`src/rtl/exe_mem_stage_if.sv`:
```
`default_nettype none
// ============================================================================
//  Module   : exe_mem_stage_if
//  Purpose  : Bundles the ID/EXE inputs, the EXE/MEM register outputs and the
//             ex_busy stall of the execute stage into one interface.
//  Ports    : master - upstream side; drives e*, observes m* and ex_busy
//             slave  - execute stage; reads e*, drives m* and ex_busy
//  Params   : DATA_W datapath width, REG_W register-specifier width
//  Revision : 1.0  initial release
// ============================================================================
interface exe_mem_stage_if #(
  parameter int DATA_W = 32,
  parameter int REG_W  = 5
);
  // ID/EXE side
  logic              ewreg;
  logic              em2reg;
  logic              ewmem;
  logic [3:0]        ealuc;
  logic              ealuimm;
  logic [REG_W-1:0]  edestReg;
  logic [DATA_W-1:0] eqa;
  logic [DATA_W-1:0] eqb;
  logic [DATA_W-1:0] eimm32;
  // EXE/MEM side
  logic              mwreg;
  logic              mm2reg;
  logic              mwmem;
  logic [REG_W-1:0]  mdestReg;
  logic [DATA_W-1:0] mr;
  logic [DATA_W-1:0] mqb;
  logic              ex_busy;

  modport master (
    output ewreg, em2reg, ewmem, ealuc, ealuimm, edestReg, eqa, eqb, eimm32,
    input  mwreg, mm2reg, mwmem, mdestReg, mr, mqb, ex_busy
  );

  modport slave (
    input  ewreg, em2reg, ewmem, ealuc, ealuimm, edestReg, eqa, eqb, eimm32,
    output mwreg, mm2reg, mwmem, mdestReg, mr, mqb, ex_busy
  );
endinterface
`default_nettype wire

```
`src/rtl/exe_mem_stage.sv`:
```
`default_nettype none
// ============================================================================
//  Module   : exe_mem_stage
//  Purpose  : Execute stage. Selects ALU operand B (eqb or eimm32), evaluates
//             the ALU and registers result plus pass-through controls into the
//             EXE/MEM pipeline register.
//  Ports    : clk  - pipeline clock (posedge)
//             rst  - asynchronous active-high reset
//             bus  - exe_mem_stage_if.slave (e* in, m* and ex_busy out)
//  Config   : EXE_MUL_EN - adds opcode 1000, a DATA_W-iteration shift-add
//             unsigned multiply (low word) that stalls upstream via ex_busy.
//  Revision : 1.0  initial release
// ============================================================================
module exe_mem_stage #(
  parameter int DATA_W = 32,
  parameter int REG_W  = 5
) (
  input  wire logic      clk,
  input  wire logic      rst,
  exe_mem_stage_if.slave bus
);

  localparam logic [3:0] c_op_and = 4'b0000;
  localparam logic [3:0] c_op_or  = 4'b0001;
  localparam logic [3:0] c_op_add = 4'b0010;
  localparam logic [3:0] c_op_sub = 4'b0110;
  localparam logic [3:0] c_op_slt = 4'b0111;
  localparam logic [3:0] c_op_nor = 4'b1100;

  logic [DATA_W-1:0] w_alu_b;
  logic [DATA_W-1:0] w_alu_r;
  // w_bubble: the EXE/MEM register takes a bubble this edge
  // w_mul_done: this edge retires a multiply result instead of the ALU result
  logic              w_bubble;
  logic              w_mul_done;
  logic [DATA_W-1:0] w_mul_res;

  always_comb begin
    w_alu_b = bus.ealuimm ? bus.eimm32 : bus.eqb;
    w_alu_r = '0;
    case (bus.ealuc)
      c_op_and: w_alu_r = bus.eqa & w_alu_b;
      c_op_or:  w_alu_r = bus.eqa | w_alu_b;
      c_op_add: w_alu_r = bus.eqa + w_alu_b;
      c_op_sub: w_alu_r = bus.eqa - w_alu_b;
      c_op_nor: w_alu_r = ~(bus.eqa | w_alu_b);
      c_op_slt: w_alu_r[0] = ($signed(bus.eqa) < $signed(w_alu_b));
      default:  w_alu_r = '0;
    endcase
  end

`ifdef EXE_MUL_EN
  localparam logic [3:0]  c_op_mul = 4'b1000;
  localparam int          c_cnt_w  = (DATA_W > 1) ? $clog2(DATA_W) : 1;
  localparam logic [0:0]  S_IDLE   = 1'b0;
  localparam logic [0:0]  S_MUL    = 1'b1;

  logic [0:0]         r_state;
  logic [c_cnt_w-1:0] r_cnt;
  logic [DATA_W-1:0]  r_mul_a;   // multiplicand, shifted left each iteration
  logic [DATA_W-1:0]  r_mul_b;   // multiplier, shifted right each iteration
  logic [DATA_W-1:0]  r_acc;     // running low-word partial product
  logic               w_start;
  logic               w_last;

  always_comb begin
    w_start    = (r_state == S_IDLE) && (bus.ealuc == c_op_mul);
    w_last     = (r_state == S_MUL) && (r_cnt == c_cnt_w'(DATA_W - 1));
    w_mul_res  = r_acc + (r_mul_b[0] ? r_mul_a : '0);
    w_mul_done = w_last;
    w_bubble   = w_start || ((r_state == S_MUL) && !w_last);
    // Drops on the final iteration so upstream advances on the result edge
    bus.ex_busy = w_bubble;
  end

  always_ff @(posedge clk or posedge rst) begin
    if (rst) begin
      r_state <= S_IDLE;
      r_cnt   <= '0;
      r_mul_a <= '0;
      r_mul_b <= '0;
      r_acc   <= '0;
    end else if (w_start) begin
      r_state <= S_MUL;
      r_cnt   <= '0;
      r_mul_a <= bus.eqa;
      r_mul_b <= w_alu_b;
      r_acc   <= '0;
    end else if (r_state == S_MUL) begin
      r_acc   <= w_mul_res;
      r_mul_a <= r_mul_a << 1;
      r_mul_b <= r_mul_b >> 1;
      r_cnt   <= r_cnt + c_cnt_w'(1);
      if (w_last) begin
        r_state <= S_IDLE;
      end
    end
  end
`else
  always_comb begin
    w_bubble    = 1'b0;
    w_mul_done  = 1'b0;
    w_mul_res   = '0;
    bus.ex_busy = 1'b0;
  end
`endif

  // EXE/MEM pipeline register. On the multiply result edge the controls come
  // from the ID/EXE inputs, which upstream has held stable during the stall.
  always_ff @(posedge clk or posedge rst) begin
    if (rst) begin
      bus.mwreg    <= 1'b0;
      bus.mm2reg   <= 1'b0;
      bus.mwmem    <= 1'b0;
      bus.mdestReg <= '0;
      bus.mr       <= '0;
      bus.mqb      <= '0;
    end else if (w_bubble) begin
      bus.mwreg    <= 1'b0;
      bus.mm2reg   <= 1'b0;
      bus.mwmem    <= 1'b0;
      bus.mdestReg <= '0;
      bus.mr       <= '0;
      bus.mqb      <= '0;
    end else begin
      bus.mwreg    <= bus.ewreg;
      bus.mm2reg   <= bus.em2reg;
      bus.mwmem    <= bus.ewmem;
      bus.mdestReg <= bus.edestReg;
      bus.mr       <= w_mul_done ? w_mul_res : w_alu_r;
      bus.mqb      <= bus.eqb;
    end
  end

endmodule
`default_nettype wire
```
`src/flat_wrapper.sv`:
```
// flat-port wrapper written by rule: the top's interface ports become plain ports
module exe_mem_stage_flat 
#(
  parameter int DATA_W = 32,
  parameter int REG_W  = 5
)
  (clk, rst, bus_ewreg, bus_em2reg, bus_ewmem, bus_ealuc, bus_ealuimm, bus_edestReg, bus_eqa, bus_eqb, bus_eimm32, bus_mwreg, bus_mm2reg, bus_mwmem, bus_mdestReg, bus_mr, bus_mqb, bus_ex_busy);
  exe_mem_stage_if #(.DATA_W(DATA_W), .REG_W(REG_W)) bus_i ();
  input  wire logic clk;
  input  wire logic rst;
  input wire logic [$bits(bus_i.ewreg)-1:0] bus_ewreg;
  input wire logic [$bits(bus_i.em2reg)-1:0] bus_em2reg;
  input wire logic [$bits(bus_i.ewmem)-1:0] bus_ewmem;
  input wire logic [$bits(bus_i.ealuc)-1:0] bus_ealuc;
  input wire logic [$bits(bus_i.ealuimm)-1:0] bus_ealuimm;
  input wire logic [$bits(bus_i.edestReg)-1:0] bus_edestReg;
  input wire logic [$bits(bus_i.eqa)-1:0] bus_eqa;
  input wire logic [$bits(bus_i.eqb)-1:0] bus_eqb;
  input wire logic [$bits(bus_i.eimm32)-1:0] bus_eimm32;
  output wire logic [$bits(bus_i.mwreg)-1:0] bus_mwreg;
  output wire logic [$bits(bus_i.mm2reg)-1:0] bus_mm2reg;
  output wire logic [$bits(bus_i.mwmem)-1:0] bus_mwmem;
  output wire logic [$bits(bus_i.mdestReg)-1:0] bus_mdestReg;
  output wire logic [$bits(bus_i.mr)-1:0] bus_mr;
  output wire logic [$bits(bus_i.mqb)-1:0] bus_mqb;
  output wire logic [$bits(bus_i.ex_busy)-1:0] bus_ex_busy;
  assign bus_i.ewreg = bus_ewreg;
  assign bus_i.em2reg = bus_em2reg;
  assign bus_i.ewmem = bus_ewmem;
  assign bus_i.ealuc = bus_ealuc;
  assign bus_i.ealuimm = bus_ealuimm;
  assign bus_i.edestReg = bus_edestReg;
  assign bus_i.eqa = bus_eqa;
  assign bus_i.eqb = bus_eqb;
  assign bus_i.eimm32 = bus_eimm32;
  assign bus_mwreg = bus_i.mwreg;
  assign bus_mm2reg = bus_i.mm2reg;
  assign bus_mwmem = bus_i.mwmem;
  assign bus_mdestReg = bus_i.mdestReg;
  assign bus_mr = bus_i.mr;
  assign bus_mqb = bus_i.mqb;
  assign bus_ex_busy = bus_i.ex_busy;
  exe_mem_stage #(.DATA_W(DATA_W), .REG_W(REG_W)) u_core (.clk(clk), .rst(rst), .bus(bus_i));
endmodule
```
`config.mk`:
```
export PLATFORM = sky130hd
export DESIGN_NAME = exe_mem_stage_flat
export DESIGN_NICKNAME = d
export VERILOG_FILES = /design/src/rtl/exe_mem_stage_if.sv /design/src/rtl/exe_mem_stage.sv /design/src/flat_wrapper.sv
export SDC_FILE = /design/constraint.sdc
export NUM_CORES = 1
export LEC_CHECK = 0
export BUFFER_PORTS_ARGS = -buffer_cell sky130_fd_sc_hd__buf_2
export CELL_PAD_IN_SITES_DETAIL_PLACEMENT = 0
export CELL_PAD_IN_SITES_GLOBAL_PLACEMENT = 1
export CORE_MARGIN = 5
export CORE_UTILIZATION = 28
export DETAILED_ROUTE_END_ITERATION = 6
export GPL_ROUTABILITY_DRIVEN = 0
export PLACE_DENSITY = 0.62
export REMOVE_ABC_BUFFERS = 1
export SYNTH_ARGS = -nofsm -noshare
export SYNTH_HDL_FRONTEND = slang
export SYNTH_SLANG_ARGS = --single-unit
```
`constraint.sdc`:
```
create_clock -name clk -period 3.2 [get_ports clk]
set_input_delay 0.48 -clock clk [delete_from_list [all_inputs] [get_ports clk]]
set_output_delay 0.48 -clock clk [all_outputs]
set_load 0.01 [all_outputs]
```
==> results of run 1 <==
cell families after synthesis:
kind of cell / Yosys count
adder cells (fa/ha/maj): 115
AND/OR/NAND/NOR: 224
other: 1
AO/OA/AOI/OAI: 294
buffers and inverters: 150
multiplexers: 35
flip-flops: 72
XOR/XNOR: 3
Yosys cell counts (all sizes together), types with 8 or more instances:
cell / n
ha: 113
nor2: 98
inv: 95
dfrtp: 72
a21oi: 71
o21ai: 47
nand2: 46
a221oi: 44
clkbuf: 43
mux2i: 35
nor3: 18
o21bai: 18
a21o: 12
buf: 12
nand3: 12
o211ai: 12
o31ai: 12
o22ai: 10
a211oi: 9
o41ai: 9
nor4: 8
worst min-delay path by stage:
| stage | endpoint | slack (ns) | cells after the start |
|---|---|---|---|
| floorplan | u_core.bus.mdestReg[0]$_DFF_PP0_ | 0.51 | 0 |
| global placement | u_core.bus.mqb[16]$_DFF_PP0_ | 0.50 | 2 |
| detailed placement | u_core.bus.mdestReg[1]$_DFF_PP0_ | 0.50 | 2 |
| CTS | u_core.bus.mqb[20]$_DFF_PP0_ | 0.12 | 2 |
| global route | u_core.bus.mm2reg$_DFF_PP0_ | 0.14 | 2 |
| finish | u_core.bus.mqb[20]$_DFF_PP0_ | 0.11 | 2 |
power by group:
group	switching (uW)	total, uW	internal (uW)
Combinational	965	1810	844
Sequential	26.5	1020	995
Clock	487	1360	870
Total	1480	4190	2710
cell type report:
cell class	instances	share of cell area [%]
clock inverters	6	1.28
multi-input cells	672	48.5
well taps	335	3.89
flip-flops and latches	72	16.7
inverters	95	3.32
repair buffers	401	24.1
clock buffers	10	2.22
repair_timing:
action / in CTS / in global routing
buffers inserted: 3 / 6
pin swaps: 9 / 12
resized for setup: 17 / 35
setup endpoints to repair: 16 / 18
critical path: stages:
cell and delay [ns]:
buf_12 0.11, mux2i_4 0.24, inv_2 0.07, ha_4 0.17
fa_2 0.39, o21bai_4 0.17, a21oi_4 0.08, o311ai_4 0.27
a311oi_4 0.15, o41ai_4 0.21, buf_4 0.20, a21oi_2 0.07
buf_4 0.14, o311a_1 0.32, o21ai_1 0.13, nand2_1 0.11
flip-flops by register name (all words and copies together) (netlist names):
signal and count:
u_core.bus.mr 32, u_core.bus.mwreg 1, u_core.bus.mwmem 1, u_core.bus.mm2reg 1, u_core.bus.mqb 32, u_core.bus.mdestReg 5
routing by layer:
metal  part of all wire, %  up-vias  global-route usage (%)
met2                    46      232                    30.0
met4                   1.8        0                    4.61
met1                    46     3693                    25.3
met3                   6.0       35                    3.22
li1                      -     3922                       -
met5                     0        -                       0
through the flow:
step           hold WS (ns)  cells  power (uW)
4_1_cts               0.116   1585        4180
5_1_grt               0.143   1591        4450
3_5_place_dp          0.504   1566        2760
6_report              0.112   1591        4190
3_3_place_gp          0.498   1566        2760
2_1_floorplan         0.511    839        1900
==> results.md, run 1 <==
* Status: finished, final reports clean
* Setup TNS at 0 ns
* Post-synthesis simple-gate area fraction at 13.9%
* Vias per inst at 4.95
* Final core utilization at 41.4%
* Max FO, Critical Path at 6
* Cell row count at 59
* CP Launch Type: primary input
* CTS Root Cell: clkbuf_16
* Final Hold Violating Endpoints at 0
* Seq cells post-synth at 72
* Routed len/inst at 17.5 um
* Async S/R FF share, synth at 100%
* Multi-input logic area at 5220 um2
* Share of cells above drive strength 1 at 38.5%
* Synth Area in Compound Gates at 28.9%
* Crit path DAT at between 3 and 4 ns
* Syn_area_per_cell at 8.25 um2
* ANT nets after route at 0
* Fmax at 321 MHz
* Layout fillers at 2729
* Placed cell area at 10100 um2
* Sequential area share after synthesis at 24.4%
* Post-route DRC violation count at 0
* Tot GR Track Use at between 10% and 20%
* Nets at ~1500
* PD cells at 389 nW/um2
* MaxCap Viol Count at 0
* Post-synthesis mux area share at 4.75%
* Most frequent cells in the layout: buf_4 (217), buf_2 (181), ha_1 (110)
* Post-place setup slack at -0.698 ns
* Post-synthesis cell count at 894
* Final cycle utilization of the critical path at 97.5%
* Yosys warning total at 0
* Final setup fails at 0
* CTS sink cnt at between 70 and 80
* Pre-antenna DRT Iters at 5
* Syn-to-layout area delta at 45.9%
* H-Tree Level Count at 3
* Rel. slew slack at 62.6%
* Diodes inserted at 0
* Final worst slack at 0.0815 ns
* Mapped Area at 7380 um2
* Ranking of synthesized cells by area: dfrtp_1 (24%), ha_1 (19%), a221oi_1 (5.1%)
* Cts hold-fix bufs at 0
* Io pins at 184
* Vias in the first global route at 8068
* Maximum VDD drop at 0.000209 V
* Die X at 172 um
* Sequential Area at around 1800 um2
* Critical path capture point: u_core.bus.mr[26]$_DFF_PP0_
* RSZ-0062 raised after global routing: true
* Overflow after GRT at 0
* Largest net degree at the start of global routing at 32
* Top cell type's share of synthesized area at 24.4%
* Routed WL at 27800 um
* Dpl hpwl at 21800 um
* CTS tree: built
* Worst min path class: primary input to asynchronous set/reset pin
* Crit path capture type: flop
* Worst-Margin Slew at between 0.5 and 0.6 ns
* Top_reg_cell synth: dfrtp_1
* P_leak at between 0.005 and 0.006 uW
* Initial drt markers at 349
* Unique masters post-synth at 76
* CP required at 3.42 ns
* First-pass GRT wire length at 43300 um
* PortBufs at roughly 180
* CP startpoint: bus_ealuimm
* CTS Buf Count at 9
* Clock transition at path regs at approximately 0.070 ns
* Via count of the routed design at just under 8000
* Design area at about 11000 um2
* Die height at 172 um
* Worst-case clock buffer depth at 2
* Largest family of logic cells by synthesized area: compound AO/OA/AOI/OAI gates
* Post-synth EDFFs at 0
* Worst setup path class: primary input to flop
* Xor and xnor area share after synthesis at less than 1%
* Core ar. at 26000 um2
* Initial antenna violation count at 0
* Max Slew Vio Count at 0
* Commonest non-fill, non-tap cell in the layout: buf_4
* Initial Utilization at 28.4%
* Adder-cell share of the synthesized area at 19.7%
* Final min period at 3.12 ns
* Synth area leader: dfrtp_1
* Die Area at ~30000 um2
(Power assumes the default switching activity.)
==> run 2, diff against run 1 <==
==> constraint.sdc (replaced) <==
create_clock -name clk -period 3.2 [get_ports clk]
set_input_delay 0.16 -clock clk [delete_from_list [all_inputs] [get_ports clk]]
set_output_delay 0.16 -clock clk [all_outputs]
set_load 0.01 [all_outputs]
==> results.md, run 2 (same netlist as run 1, synthesis figures left out) <==
* Status: finished, final reports clean
* Commonest non-fill, non-tap cell in the layout: buf_2
* Max Slew Vio Count at 0 (unchanged)
* PnR Total Power at 3920 uW (-6.3%)
* Share of cells above drive strength 1 at 33.5% (-4.9 points)
* Maximum VDD drop at 0.000185 V (-11%)
* Diodes inserted at 0 (unchanged)
* Clk pwr share at 29.3% (-3.1 points)
* Routed WL at 27600 um (-0.77%)
* Initial Utilization at 28.4% (unchanged)
* RSZ-0062 raised after global routing: false
* Pre-antenna DRT Iters at 6 (+1)
* Cell row count at 59 (unchanged)
* Dpl hpwl at 21700 um (-0.61%)
* Fin cells at 1585 (-0.38%)
* Nets at 1471 (-0.41%)
* Pint at 2480 uW (-8.4%)
* Final setup fails at 0 (unchanged)
* Initial antenna violation count at 0 (unchanged)
* Worst-case clock buffer depth at 2 (unchanged)
* Max FO, Critical Path at 4 (-2)
* CTS tree: built
* PD cells at 367 nW/um2 (-5.6%)
* CP startpoint: bus_eqb[3]
* CP Launch Type: primary input
* Worst min path class: primary input to flop
* DP Cell Count at 1525 (-2.6%)
* Die height at 172 um (unchanged)
* P_leak at 0.00550 uW (-1.6%)
* Crit path capture type: flop
* Largest regs: u_core.bus.mqb x32, u_core.bus.mr x32, u_core.bus.mdestReg x5
* Final worst slack at 0.101 ns (+0.0190 ns)
* Crit path DAT at 3.38 ns (+0.04 ns)
* Initial drt markers at 362 (+3.7%)
* CTS Root Cell: clkbuf_16
* Io pins at 184 (unchanged)
* Sequential share of power at 26.1% (+1.7 points)
* CTS sink cnt at 72 (unchanged)
* ANT nets after route at 0 (unchanged)
* Largest net degree at the start of global routing at 30 (-6.3%)
* Rel. slew slack at 38.3% (-24 points)
* Tot GR Track Use at 18.3% (-0.13 points)
* Sw Ratio at 36.7% (+1.4 points)
* Routed len/inst at 17.4 um (-0.40%)
* CP required at 3.48 ns (+0.06 ns)
* Via count of the routed design at 7825 (-0.72%)
* Die Area at 29700 um2 (unchanged)
* Clock transition at path regs at 0.07 ns (about the same)
* PortBufs at 182 (unchanged)
* Final Hold Violating Endpoints at 0 (unchanged)
* Worst setup path class: primary input to flop
* Min-delay src: bus_ealuc[1]
* Overflow after GRT at 0 (unchanged)
* Final cycle utilization of the critical path at 96.9% (-0.59 points)
* Core ar. at 26000 um2 (unchanged)
* Min-Delay Endpoint: u_core.bus.mr[0]$_DFF_PP0_
* CTS Buf Count at 9 (unchanged)
* Fmax at 323 MHz (+0.61%)
* Worst-Margin Slew at 0.918 ns (+0.363 ns)
* Layout fillers at 2698 (-1.1%)
* Vias in the first global route at 7942 (-1.6%)
* Most frequent cells in the layout: buf_2 (181), buf_4 (170), ha_1 (113)
* Net Switching at 1440 uW (-2.5%)
* Final min period at 3.10 ns (-0.0190 ns)
* Worst hold path depth at 3
* H-Tree Level Count at 3 (unchanged)
* Die X at 172 um (unchanged)
* Post-place setup slack at -0.335 ns (+0.363 ns)
* Comb pwr share at 44.6% (+1.4 points)
* MaxCap Viol Count at 0 (unchanged)
* First-pass GRT wire length at 43100 um (-0.56%)
* Vias per inst at 4.94 (-0.35%)
* Syn-to-layout area delta at 44.8%
* Post-route DRC violation count at 0 (unchanged)
## run 2: cell types whose count changed in the layout (fill, tap and decap cells not counted), sizes merged
cell,before,now
bufinv,4,2
clkbuf,10,9
inv,96,95
clkinv,1,4
buf,401,354
dlygate4sd3,0,41
clkinvlp,0,1
## run 2: worst max-delay path, stage by stage
cell and delay (ns):
dlygate4sd3_1 0.53, buf_2 0.13, mux2i_2 0.19, ha_1 0.29, inv_2 0.08, buf_4 0.10, a21oi_2 0.08, o311ai_4 0.32
a311oi_4 0.16, o41ai_4 0.33, buf_4 0.19, a21oi_2 0.07, or3_4 0.39, o211a_1 0.22, o211ai_2 0.13
## run 2: stage by stage
step	utilization, %	setup TNS (ns)	cell area, um2	hold slack, ns
global placement	37.7	-2.52	9800	0.173
global route	41.1	0	10700	0.199
detailed placement	37.7	-3.95	9800	0.189
finish	41.1	0	10700	0.206
CTS	40.5	0	10500	0.197
floorplan	-	-0.721	7160	0.191
## run 2: worst max-delay path by stage
stage	end	slack [ns]	depth (start not counted)
global placement	u_core.bus.mr[18]$_DFF_PP0_	-0.23	15
global route	u_core.bus.mr[28]$_DFF_PP0_	0.003	14
detailed placement	u_core.bus.mr[0]$_DFF_PP0_	-0.34	14
finish	u_core.bus.mr[30]$_DFF_PP0_	0.10	15
floorplan	u_core.bus.mr[25]$_DFF_PP0_	-0.36	6
CTS	u_core.bus.mr[30]$_DFF_PP0_	0.04	14
## run 2: power groups by stage
stage | Combinational [uW] | Clock (uW) | Sequential, uW
detailed placement | 1650 | 0 | 1040
floorplan | 813 | 0 | 1080
global placement | 1650 | 0 | 1040
global route | 1920 | 1220 | 1030
finish | 1750 | 1150 | 1020
CTS | 1700 | 1180 | 1030
## run 2: what timing repair did
action | 4_1_cts | 5_1_grt
gates resized for setup | 1 | 30
pin swaps | 0 | 9
endpoints found under the hold margin | 63 | 0
buffers inserted | 0 | 3
hold buffers | 41 | 0
endpoints found under the setup margin | 1 | 14
## run 2: cell type report
cell class / count / area [um2] / area share (%)
inverters: 95 / 358 / 3.35
flip-flops and latches: 72 / 1800 / 16.9
repair buffers: 395 / 2640 / 24.7
multi-input cells: 672 / 5140 / 48.1
clock buffers: 9 / 225 / 2.11
clock inverters: 7 / 95.1 / 0.890
well taps: 335 / 419 / 3.92
## run 2: layer usage
| layer | up-vias | share of wire [%] | global-route usage, % |
|---|---|---|---|
| li1 | 3916 | - | - |
| met1 | 3667 | 49 | 25.7 |
| met2 | 212 | 45 | 29.6 |
| met3 | 30 | 5.3 | 2.90 |
| met4 | 0 | 1.3 | 3.96 |
| met5 | - | 0 | 0 |
==> run 3, diff against run 2 <==
--- a/config.mk
+++ b/config.mk
@@ -9,10 +9,10 @@
 export CELL_PAD_IN_SITES_DETAIL_PLACEMENT = 0
 export CELL_PAD_IN_SITES_GLOBAL_PLACEMENT = 1
 export CORE_MARGIN = 5
-export CORE_UTILIZATION = 28
+export CORE_UTILIZATION = 43
 export DETAILED_ROUTE_END_ITERATION = 6
 export GPL_ROUTABILITY_DRIVEN = 0
-export PLACE_DENSITY = 0.62
+export PLACE_DENSITY = 0.88
 export REMOVE_ABC_BUFFERS = 1
 export SYNTH_ARGS = -nofsm -noshare
 export SYNTH_HDL_FRONTEND = slang
==> constraint.sdc (replaced) <==
create_clock -name clk -period 3.2 [get_ports clk]
set_input_delay 0.64 -clock clk [delete_from_list [all_inputs] [get_ports clk]]
set_output_delay 0.64 -clock clk [all_outputs]
set_load 0.01 [all_outputs]
==> results.md, run 3 (same netlist as run 1, synthesis figures left out) <==
* Largest net degree at the start of global routing at 42 (+40%)
* Worst setup path class: primary input to flop
* Cell row count at 48 (-19%)
* Vias per inst at 5.56 (+13%)
* Syn-to-layout area delta at 46.8%
* MaxCap Viol Count at 0 (unchanged)
* Final Hold Violating Endpoints at 0 (unchanged)
* Via count of the routed design at 8256 (+5.5%)
* CP required at 3.48 ns (about the same)
* First-pass GRT wire length at 41000 um (-4.7%)
* Crit path capture type: flop
* Nets at 1481 (+0.68%)
* Max Slew Vio Count at 0 (unchanged)
* Initial Utilization at 43.3% (+15 points)
* Largest regs: u_core.bus.mqb x32, u_core.bus.mr x32, u_core.bus.mdestReg x5
* Most frequent cells in the layout: buf_4 (218), buf_2 (181), ha_1 (108)
* Tot GR Track Use at 25.2% (+6.9 points)
* Worst Path Buf+Inv at 3 (-2)
* Final worst slack at -0.0332 ns (-0.134 ns)
* Routed len/inst at 17.4 um (-0.12%)
* Die height at 141 um (-18%)
* Die X at 141 um (-18%)
* Min-delay src: bus_edestReg[3]
* Final setup fails at 4 (+4)
* Slowest stage delay, CP at 0.39 ns (-0.14 ns)
* Placed cell area at 9920 um2 (+1.3%)
* Routed WL at 25900 um (-6.4%)
* CP Cell Sequence: buf_12 > mux2i_4 > inv_2 > ha_4 > fa_2 > o21bai_4 > a21oi_4 > o311ai_4 > a311oi_4 > o41ai_4 > buf_4 > a21oi_2 > or3_4 > o211a_1 > o211ai_2
* Crit path DAT at 3.51 ns (+0.13 ns)
* Vias in the first global route at 8261 (+4.0%)
* Rel. slew slack at 47.3% (+9.1 points)
* Maximum VDD drop at 0.000277 V (+49%)
* Final cycle utilization of the critical path at 101% (+4.2 points)
* Commonest non-fill, non-tap cell in the layout: buf_4
* Clock transition at path regs at 0.07 ns (about the same)
* Hold slack at 0.393 ns (+0.187 ns)
* Final core utilization at 63.5% (+22 points)
* P_leak at 0.00560 uW (+1.8%)
* PortBufs at 182 (unchanged)
* CTS Buf Count at 9 (unchanged)
* Worst-case clock buffer depth at 2 (unchanged)
* CTS Root Cell: clkbuf_16
* Initial antenna violation count at 1 (+1)
* Min-Delay Endpoint: u_core.bus.mdestReg[3]$_DFF_PP0_
* Setup TNS at -0.0489 ns (-0.0489 ns)
* Post-route DRC violation count at 0 (unchanged)
* Share of cells above drive strength 1 at 40.2% (+6.7 points)
* Initial drt markers at 778 (+110%)
* CTS sink cnt at 72 (unchanged)
* PD cells at 373 nW/um2 (+1.5%)
* PnR Total Power at 4040 uW (+2.9%)
* CTS tree: built
* Design area at 10800 um2 (+1.4%)
* Core ar. at 17100 um2 (-34%)
* Fmax at 309 MHz (-4.1%)
* Die Area at 19900 um2 (-33%)
* Pre-antenna DRT Iters at 5 (-1)
* Max FO, Critical Path at 8 (+4)
* Crit path max-delay cell type: fa_2
* Worst-Margin Slew at 0.790 ns (-0.128 ns)
* Layout fillers at 1472 (-45%)
* Final min period at 3.23 ns (+0.134 ns)
* Dpl hpwl at 19600 um (-9.8%)
* RSZ-0062 raised after global routing: true
* Overflow after GRT at 0 (unchanged)
* Failing checks: negative setup slack
* ANT nets after route at 0 (unchanged)
* Io pins at 184 (unchanged)
* Worst hold path depth at 1 (-2)
* Crit path max-delay family: compound AO/OA/AOI/OAI gates
* H-Tree Level Count at 3 (unchanged)
* CP Launch Type: primary input
* Status: complete, but fails checks
* Worst min path class: primary input to flop
-- run 3: repair_timing --
action,CTS,global route
setup endpoints to repair,20,21
pin swaps,23,16
buffers inserted,10,7
hold buffers,0,0
gates resized for setup,27,66
-- run 3: how the worst max path moves through the flow --
stage	startpoint	to	slack [ns]	cells past startpoint
after global routing	bus_ealuimm	u_core.bus.mr[0]$_DFF_PP0_	-0.22	13
after CTS	bus_ealuimm	u_core.bus.mr[30]$_DFF_PP0_	-0.19	14
after detailed placement	bus_ealuimm	u_core.bus.mr[30]$_DFF_PP0_	-0.82	14
final	bus_ealuimm	u_core.bus.mr[30]$_DFF_PP0_	-0.03	15
after global placement	bus_ealuimm	u_core.bus.mr[30]$_DFF_PP0_	-0.70	14
after floorplan	bus_ealuc[0]	u_core.bus.mr[25]$_DFF_PP0_	-0.84	6
-- run 3: power by group --
group	switching, uW	internal [uW]
Sequential	24.7	996
Clock	444	684
Combinational	1000	887
Total	1470	2570
-- run 3: per-stage QoR --
stage	setup WS, ns	cells
CTS	-0.187	1478
detailed placement	-0.824	1452
global route	-0.218	1486
floorplan	-0.836	839
finish	-0.0332	1486
global placement	-0.697	1452
-- run 3: layer usage --
layer / global-route usage, % / wire [um] / vias up
met5: 0 / 0 / -
met4: 8.41 / 769 / 0
met3: 4.92 / 2080 / 70
li1: - / - / 3945
met1: 32.3 / 10900 / 3855
met2: 42.5 / 12100 / 386
-- run 3: layout make-up --
cell class / count / area, um2 / share of cell area (%)
Clock buffer: 9 / 225 / 2.08
Inverter: 95 / 358 / 3.30
Clock inverter: 7 / 95.1 / 0.878
Timing Repair Buffer: 405 / 2640 / 24.3
Sequential cell: 72 / 1800 / 16.6
Antenna cell: 1 / 2.50 / 0.0231
Tap cell: 225 / 282 / 2.60
Multi-Input combinational cell: 672 / 5440 / 50.2
